<file path="config.mk">
export PLATFORM = sky130hd
export DESIGN_NAME = alu_uart_ctrl_flat
export DESIGN_NICKNAME = d
export VERILOG_FILES = /design/src/rtl/alu_uart_ctrl_if.sv /design/src/rtl/alu_uart_ctrl.sv /design/src/flat_wrapper.sv
export SDC_FILE = /design/constraint.sdc
export NUM_CORES = 1
export LEC_CHECK = 0
export BUFFER_PORTS_ARGS = -buffer_cell sky130_fd_sc_hd__buf_2
export CORE_MARGIN = 2
export CORE_UTILIZATION = 57
export CTS_BUF_LIST = sky130_fd_sc_hd__clkbuf_8 sky130_fd_sc_hd__clkbuf_16
export CTS_CLUSTER_SIZE = 28
export DETAILED_ROUTE_END_ITERATION = 8
export PLACE_DENSITY = 0.84
export SLEW_MARGIN = 20
export SYNTH_ARGS = -nofsm -noshare
export SYNTH_HDL_FRONTEND = slang
export SYNTH_SLANG_ARGS = --single-unit
</file>
<file path="constraint.sdc">
create_clock -name clk -period 4.6 [get_ports clk]
set_input_delay 0.23 -clock clk [delete_from_list [all_inputs] [get_ports clk]]
set_output_delay 0.23 -clock clk [all_outputs]
set_load 0.05 [all_outputs]
</file>
<file path="src/rtl/alu_uart_ctrl_if.sv">
// alu_uart_ctrl_if
//   Bundles the UART byte streams and the ALU entry/result bus seen by
//   alu_uart_ctrl.
//   master : controller side (drives ALU entry bus and transmit request).
//   slave  : environment side (UART receiver/transmitter and ALU).
//   Signals: rx_data/rx_valid (received byte), alu_bus/alu_enables (ALU load),
//            alu_result/alu_carry/alu_done (ALU result), tx_data/tx_start/
//            tx_busy (transmitter handshake).
interface alu_uart_ctrl_if #(
  parameter int DATA_BUS = 8
);
  logic [DATA_BUS-1:0] rx_data;
  logic                rx_valid;
  logic [DATA_BUS-1:0] alu_bus;
  logic [2:0]          alu_enables;
  logic [DATA_BUS-1:0] alu_result;
  logic                alu_carry;
  logic                alu_done;
  logic [DATA_BUS-1:0] tx_data;
  logic                tx_start;
  logic                tx_busy;

  modport master (
    input  rx_data, rx_valid, alu_result, alu_carry, alu_done, tx_busy,
    output alu_bus, alu_enables, tx_data, tx_start
  );

  modport slave (
    output rx_data, rx_valid, alu_result, alu_carry, alu_done, tx_busy,
    input  alu_bus, alu_enables, tx_data, tx_start
  );
endinterface

</file>
<file path="src/rtl/alu_uart_ctrl.sv">
// alu_uart_ctrl
//   Sequencer between a UART byte receiver/transmitter and an 8-bit ALU.
//   Collects operand A, operand B and opcode bytes, strobes them into the
//   ALU over its shared entry bus, waits for the result (or a timeout) and
//   sends the result byte back through the transmitter.
//
//   Optional feature macro: CARRY_TX_EN -- when defined a second byte holding
//   the captured carry is sent after the result byte.
//
//   Ports:
//     clk          system clock, rising edge
//     reset_n      synchronous active-low reset
//     bus          alu_uart_ctrl_if.master (UART + ALU signals)
//     busy         high whenever not waiting for operand A
//     overrun      sticky: a received byte was dropped
//     timeout_flag last transaction's result was taken without alu_done
module alu_uart_ctrl #(
  parameter int DATA_BUS    = 8,
  parameter int WAIT_CYCLES = 4
) (
  input  logic              clk,
  input  logic              reset_n,
  alu_uart_ctrl_if.master   bus,
  output logic              busy,
  output logic              overrun,
  output logic              timeout_flag
);

  localparam int CW = (WAIT_CYCLES > 2) ? $clog2(WAIT_CYCLES) : 1;
  localparam logic [CW-1:0] WAIT_LAST = CW'(WAIT_CYCLES - 1);

  typedef enum logic [3:0] {
    GET_A,
    GET_B,
    GET_OP,
    LD_A,
    LD_B,
    LD_OP,
    EVAL,
    WAIT,
    TX_RES,
`ifdef CARRY_TX_EN
    TX_CARRY,
    TX_HOLD2,
`endif
    TX_HOLD
  } state_t;

  state_t              state;
  logic [DATA_BUS-1:0] byte_a, byte_b, byte_op;
  logic [DATA_BUS-1:0] res_q;
  logic [CW-1:0]       wait_cnt;
  logic                hold_skip;
  logic                tx_start_q;
  logic                overrun_q;
  logic                timeout_q;
`ifdef CARRY_TX_EN
  logic                carry_q;
`else
  // Carry is not part of the single-byte reply.
  logic                unused_carry;
  assign unused_carry = bus.alu_carry;
`endif

  logic in_get;
  assign in_get = (state == GET_A) || (state == GET_B) || (state == GET_OP);

  always_ff @(posedge clk) begin
    if (!reset_n) begin
      state      <= GET_A;
      byte_a     <= '0;
      byte_b     <= '0;
      byte_op    <= '0;
      res_q      <= '0;
      wait_cnt   <= '0;
      hold_skip  <= 1'b0;
      tx_start_q <= 1'b0;
      overrun_q  <= 1'b0;
      timeout_q  <= 1'b0;
`ifdef CARRY_TX_EN
      carry_q    <= 1'b0;
`endif
    end else begin
      // tx_start is a single-cycle pulse unless re-armed below.
      tx_start_q <= 1'b0;

      if (bus.rx_valid && !in_get)
        overrun_q <= 1'b1;

      case (state)
        GET_A: if (bus.rx_valid) begin
          byte_a    <= bus.rx_data;
          timeout_q <= 1'b0;
          state     <= GET_B;
        end
        GET_B: if (bus.rx_valid) begin
          byte_b <= bus.rx_data;
          state  <= GET_OP;
        end
        GET_OP: if (bus.rx_valid) begin
          byte_op <= bus.rx_data;
          state   <= LD_A;
        end
        LD_A:  state <= LD_B;
        LD_B:  state <= LD_OP;
        LD_OP: state <= EVAL;
        EVAL: begin
          wait_cnt <= '0;
          state    <= WAIT;
        end
        WAIT: begin
          // alu_done wins over the timeout on the last cycle. The ALU only
          // pulses done on a changed result, so a repeated result arrives
          // here via the timeout with the (unchanged) result still valid.
          if (bus.alu_done || wait_cnt == WAIT_LAST) begin
            res_q <= bus.alu_result;
`ifdef CARRY_TX_EN
            carry_q <= bus.alu_carry;
`endif
            if (!bus.alu_done)
              timeout_q <= 1'b1;
            // Pulse immediately on entry if the transmitter is already idle.
            tx_start_q <= !bus.tx_busy;
            state      <= TX_RES;
          end else begin
            wait_cnt <= wait_cnt + 1'b1;
          end
        end
        TX_RES: begin
          if (tx_start_q) begin
            hold_skip <= 1'b1;
            state     <= TX_HOLD;
          end else if (!bus.tx_busy) begin
            tx_start_q <= 1'b1;
          end
        end
        TX_HOLD: begin
          // Transmitter may not have raised busy yet in the first cycle.
          if (hold_skip) begin
            hold_skip <= 1'b0;
          end else if (!bus.tx_busy) begin
`ifdef CARRY_TX_EN
            tx_start_q <= 1'b1;
            state      <= TX_CARRY;
`else
            state <= GET_A;
`endif
          end
        end
`ifdef CARRY_TX_EN
        TX_CARRY: begin
          if (tx_start_q) begin
            hold_skip <= 1'b1;
            state     <= TX_HOLD2;
          end else if (!bus.tx_busy) begin
            tx_start_q <= 1'b1;
          end
        end
        TX_HOLD2: begin
          if (hold_skip) begin
            hold_skip <= 1'b0;
          end else if (!bus.tx_busy) begin
            state <= GET_A;
          end
        end
`endif
        default: state <= GET_A;
      endcase
    end
  end

  // Output decode: registered state/data only, no input-to-output path.
  always_comb begin
    bus.alu_bus     = '0;
    bus.alu_enables = 3'b000;
    bus.tx_data     = '0;
    case (state)
      LD_A: begin
        bus.alu_bus     = byte_a;
        bus.alu_enables = 3'b001;
      end
      LD_B: begin
        bus.alu_bus     = byte_b;
        bus.alu_enables = 3'b010;
      end
      // Opcode strobe held two cycles: first edge latches, second computes.
      LD_OP, EVAL: begin
        bus.alu_bus     = byte_op;
        bus.alu_enables = 3'b100;
      end
      TX_RES: bus.tx_data = res_q;
`ifdef CARRY_TX_EN
      TX_CARRY: bus.tx_data = {{(DATA_BUS-1){1'b0}}, carry_q};
`endif
      default: ;
    endcase
  end

  assign bus.tx_start  = tx_start_q;
  assign busy          = (state != GET_A);
  assign overrun       = overrun_q;
  assign timeout_flag  = timeout_q;

endmodule
</file>
<file path="src/flat_wrapper.sv">
// flat-port wrapper written by rule: the top's interface ports become plain ports
module alu_uart_ctrl_flat 
#(
  parameter int DATA_BUS    = 8,
  parameter int WAIT_CYCLES = 4
)
  (clk, reset_n, busy, overrun, timeout_flag, bus_rx_data, bus_rx_valid, bus_alu_result, bus_alu_carry, bus_alu_done, bus_tx_busy, bus_alu_bus, bus_alu_enables, bus_tx_data, bus_tx_start);
  alu_uart_ctrl_if #(.DATA_BUS(DATA_BUS)) bus_i ();
  input  logic clk;
  input  logic reset_n;
  output logic busy;
  output logic overrun;
  output logic timeout_flag;
  input wire logic [$bits(bus_i.rx_data)-1:0] bus_rx_data;
  input wire logic [$bits(bus_i.rx_valid)-1:0] bus_rx_valid;
  input wire logic [$bits(bus_i.alu_result)-1:0] bus_alu_result;
  input wire logic [$bits(bus_i.alu_carry)-1:0] bus_alu_carry;
  input wire logic [$bits(bus_i.alu_done)-1:0] bus_alu_done;
  input wire logic [$bits(bus_i.tx_busy)-1:0] bus_tx_busy;
  output wire logic [$bits(bus_i.alu_bus)-1:0] bus_alu_bus;
  output wire logic [$bits(bus_i.alu_enables)-1:0] bus_alu_enables;
  output wire logic [$bits(bus_i.tx_data)-1:0] bus_tx_data;
  output wire logic [$bits(bus_i.tx_start)-1:0] bus_tx_start;
  assign bus_i.rx_data = bus_rx_data;
  assign bus_i.rx_valid = bus_rx_valid;
  assign bus_i.alu_result = bus_alu_result;
  assign bus_i.alu_carry = bus_alu_carry;
  assign bus_i.alu_done = bus_alu_done;
  assign bus_i.tx_busy = bus_tx_busy;
  assign bus_alu_bus = bus_i.alu_bus;
  assign bus_alu_enables = bus_i.alu_enables;
  assign bus_tx_data = bus_i.tx_data;
  assign bus_tx_start = bus_i.tx_start;
  alu_uart_ctrl #(.DATA_BUS(DATA_BUS), .WAIT_CYCLES(WAIT_CYCLES)) u_core (.clk(clk), .reset_n(reset_n), .bus(bus_i), .busy(busy), .overrun(overrun), .timeout_flag(timeout_flag));
endmodule
</file>
### Word-level counts from Yosys, hierarchy flattened

Index checks and enable logic that the tools add are counted.

* add/sub/neg operators: 1
* multipliers: 0
* div/mod/pow operators: 0
* $lt $le $gt $ge: 0
* eq/ne operators: 19
* shifts and indexed selects: 0
* multiplexer cells: 23
* bitwise operators: 0
* reduce and logical (&&, ||, !) cells: 20

Operators by type and width (number)
* case mux 4 bit (10 select lines): 1
* 2-to-1 mux 4 bit: 7
* case mux 8 bit (3 select lines): 1
* equality test 4 x 3 -> 1 bit, second input constant: 4
* != test 2 bit, second input constant: 7
* AND reduction 2 bit: 6
* case mux 3 bit (3 select lines): 1
* equality test 4 x 2 -> 1 bit, second input constant: 2
* equality test 4 bit, second input constant: 2
* 2-to-1 mux 8 bit: 1
* 2-to-1 mux 1 bit: 7
* AND reduction 7 bit: 1
* case mux 1 bit (2 select lines): 3
* nonzero test 2 bit: 3
* equality test 4 x 1 -> 1 bit, second input constant: 1
* zero test 4 bit: 1
* != test 2 x 1 -> 1 bit, second input constant: 2
* case mux 2 bit (2 select lines): 1
* AND reduction 4 bit: 1
* nonzero test 4 bit: 1
* logical OR 1 bit: 3
* adder 2 x 1 -> 2 bit, second input constant: 1
* equality test 2 bit, second input constant: 1
* zero test 1 bit: 2
* other kinds (3): 3

* flip-flop bits (word level): 42
* bits in latches: 0
* RAM bits: 0
* ROM bits: 0
* bits of input ports: 22
* output and inout bits: 23
* word-level logic and storage cells: 73
* memories: 0

### Depth between registers and ports, before layout

* word-level depth: 5
* mapped depth: 6
* depth with buffers taken out: 5

### Worst setup path before layout

Ideal clock, no wire load.

* path kind: reg2out
* start: register u_core.state[3]
* end: output bus_alu_bus[1]
* arrival: 2.113 ns
* data required time: 4.370 ns
* path slack: 2.257 ns
* cell stages (with the launch flop): 6
* path buffers: 1
* path through: dfxtp_1 -> buf_4 -> nand2b_1 -> nor3_2 -> a222oi_1 -> inv_1

* cells in the longest elaborated chain, start to end: 3
* elaborated cells between the ends (all ways): 6
* classes of those cells: eq/ne (4); mux (1); reduce/logical (1)

RTL lines
* start, declared: line alu_uart_ctrl.sv:49 `state_t state;`
* start signal, assigned: line alu_uart_ctrl.sv:70 `state <= GET_A;`
* start signal, assigned: line alu_uart_ctrl.sv:94 `state <= GET_B;`
* start signal, assigned: line alu_uart_ctrl.sv:98 `state <= GET_OP;`
* equality test 4 x 3 -> 1 bit: line alu_uart_ctrl.sv:177 `case (state)`
* OR reduction 2 bit: line alu_uart_ctrl.sv:177
* case mux 8 bit (3 select lines) (*): line alu_uart_ctrl.sv:177
* end, declared: line flat_wrapper.sv:20 `output wire logic [$bits(bus_i.alu_bus)-1:0] bus_alu_bus;`

Every way passes the cells marked *; elsewhere a longest branch is shown, timed or not.

### Worst setup path in the final report

* start: register u_core.state[0]
* end: output bus_alu_bus[4]

Same word-level chain as after synthesis.

==> out/metrics.csv <==
metric;value;unit
die area;0.00398;mm²
Max Fclk;405;MHz
ys flop type;dfxtp_1;
Worst Hold Path EP;u_core.bus.tx_start$_SDFF_PN0_;
Clock Latency Late Sink;0.30;ns
Core Util, Final;0.692;
VDD IR max;0.220;mV
WP data required;4.37;ns
first-pass GRT wire length;6.56;mm
DRC violations left;0;
Worst Setup Path Type;flip-flop to output port;
clock root cell;clkbuf_8;
type of destination of the critical path;output port;
die width;63.1;µm
Hold Path Cell Cnt;2;
sequential area share after synthesis;0.422;
worst endpoint data arrival time;2.24;ns
Slew headroom;0.558;
Reg2Reg Launch Point;u_core.state[0]$_SDFFE_PN0P_;
total CTS buffers;5;
DR vias;1540;
clock transition at the registers of the reported paths;0.08;ns
top cells by count, synth;42 x dfxtp_1, 36 x mux2i_1, 36 x nor2b_1;
FF/Latch Area;841;µm²
placed wire-length estimate;2.59;mm
via density per instance;5.40;
unrepaired setup endpoints after global routing;no;
fin. max-slew vios;0;
number of global-route vias before repair;1387;
Ant. Diodes;0;
synthesized area per cell;10.0;µm²
unique cell type count in the Yosys netlist;35;
CTS tree;yes;
clk_skew;0.00703;ns
RR Endpoint;u_core.res_q[3]$_SDFFE_PN0P_;
Synth warnings;0;
FF+latch count, synth;42;
post-CTS setup buffer count;0;
number of max-cap violations;0;
P_leak;0.00113;µW
Row Count;21;
Async SR Flop Fraction;0;
final instance area;0.00231;mm²
CORE AREA;0.00334;mm²
total wire length;3.96;mm
Startpoint Class;flip-flop;
Worst Min Path Start;bus_tx_busy;
Max Buffers Root-to-Sink;2;
Placed Area;0.00220;mm²
Post-CTS Resized;0;
Post-synth EDFFs;0;
die height;63.1;µm
Syn Nets;222;
Fin. Hold Viols;0;
final setup violating endpoints;0;
Final nets;261;
top post-synthesis cells by area;dfxtp_1 42%, mux2i_1 18%, nor2b_1 11%;
DR pass1 iterations;4;
# H-tree levels;2;
Syn Inst Count;199;
most common cell in the netlist;dfxtp_1;
DRT antenna net count;0;
Area Growth Syn to Fin;16.0;%
setup TNS;0;ns
multi-input logic area;0.00104;mm²
R2R Setup Slk;2.71;ns
Top Ports;45;
crit path time final;2.47;ns
top-area cell type share of the netlist area;0.422;
period utilization;0.536;
largest net degree at the start of global routing;45;
Post-Syn Area;0.00199;mm²
PD cells;339;mW/mm²
Fillers;296;
GP Congestion;0.782;
slew at the pin closest to its max-slew limit;0.659;ns
Synth area leader;dfxtp_1;
CP max FO;15;
layout cell share with drive strength beyond 1;0.247;
Worst R2R Path Depth;4;
Total GRT Usage;0.210;
Clock Sinks;42;
status;completed;
Starting DRT DRC Count;131;
initial antenna violation count;0;
IO buf count;43;
initial core utilization;0.597;
average wire per standard cell;13.9;µm
cts-stage hold buffer count;0;
worst hold-check path type;input port to flip-flop;
gr ovfl total;0;
[placed cells by master, fill, tap and decap left out, drive strengths merged, types with 2 or more instances in the layout]
cell,netlist,routed
buf,7,43
dfxtp,42,42
mux2i,36,36
nor2b,36,36
inv,11,12
and2,10,10
a222oi,8,8
nand2,6,6
nor2,6,6
clkbuf,4,5
nor3,5,5
nand2b,4,4
a21oi,4,4
nand4b,2,2
a211o,2,2
o21ai,2,2
[registers in the layout, summed over array words and instances, names as in the netlist, 2 cells and up]
| signal | cells |
|---|---|
| u_core.byte_a | 8 |
| u_core.byte_b | 8 |
| u_core.byte_op | 8 |
| u_core.res_q | 8 |
| u_core.state | 4 |
| u_core.wait_cnt | 2 |
[stage by stage]
| stage | hold slack [ns] | power, µW | std cells | setup slack [ns] |
|---|---|---|---|---|
| global route | 0.115 | 815 | 285 | 1.93 |
| finish | 0.104 | 783 | 285 | 2.13 |
| floorplan | 0.306 | 478 | 199 | 2.26 |
| global placement | 0.413 | 500 | 277 | 2.49 |
| detailed placement | 0.418 | 503 | 277 | 2.47 |
| CTS | 0.104 | 785 | 285 | 2.12 |
[area by class of cell]
type	instances	share of cell area
Inverter	11	0.0179
Multi-Input combinational cell	135	0.452
Tap cell	46	0.0249
Timing Repair Buffer	43	0.0932
Clock buffer	5	0.0298
Sequential cell	42	0.364
Clock inverter	3	0.0179
[how the worst max path moves through the flow]
stage                                end                    startpoint  cells after the start  slack (ns)
after global routing      bus_alu_bus[7]  u_core.state[0]$_SDFFE_PN0P_                      5        1.93
after CTS                 bus_alu_bus[4]  u_core.state[0]$_SDFFE_PN0P_                      5        2.12
after global placement    bus_alu_bus[7]  u_core.state[0]$_SDFFE_PN0P_                      5        2.49
after detailed placement  bus_alu_bus[6]  u_core.state[0]$_SDFFE_PN0P_                      5        2.47
after floorplan           bus_alu_bus[1]  u_core.state[3]$_SDFFE_PN0P_                      5        2.26
final                     bus_alu_bus[4]  u_core.state[0]$_SDFFE_PN0P_                      5        2.13
[logic make-up after synthesis]
| family | Yosys count | synth area share |
|---|---|---|
| and+or+nand+nor | 76 | 0.241 |
| DFF | 42 | 0.422 |
| muxes | 36 | 0.181 |
| buffers and inverters | 22 | 0.0528 |
| AOI/OAI and AO/OA | 21 | 0.0918 |
| xor gates and xnor gates | 1 | 0.00440 |
| adders and majority gates | 1 | 0.00628 |
[per-layer routing]
metal,GRT usage,vias up,part of all wire
li1,-,771,-
met1,0.286,725,0.48
met2,0.320,39,0.45
met3,0.0589,5,0.054
met4,0.0667,0,0.012
met5,0,-,0
[worst max-delay path: stages, from the launching register on]
cell      delay (ns)
dfxtp_1         0.64
nand2_1         0.20
nor3_2          0.53
a222oi_1        0.18
inv_1           0.12
buf_2           0.26
[power breakdown]
part / internal, µW / switching (µW)
combinational: 41.9 / 57.2
clock: 160 / 129
sequential: 379 / 16.5
(Power assumes the default switching activity.)
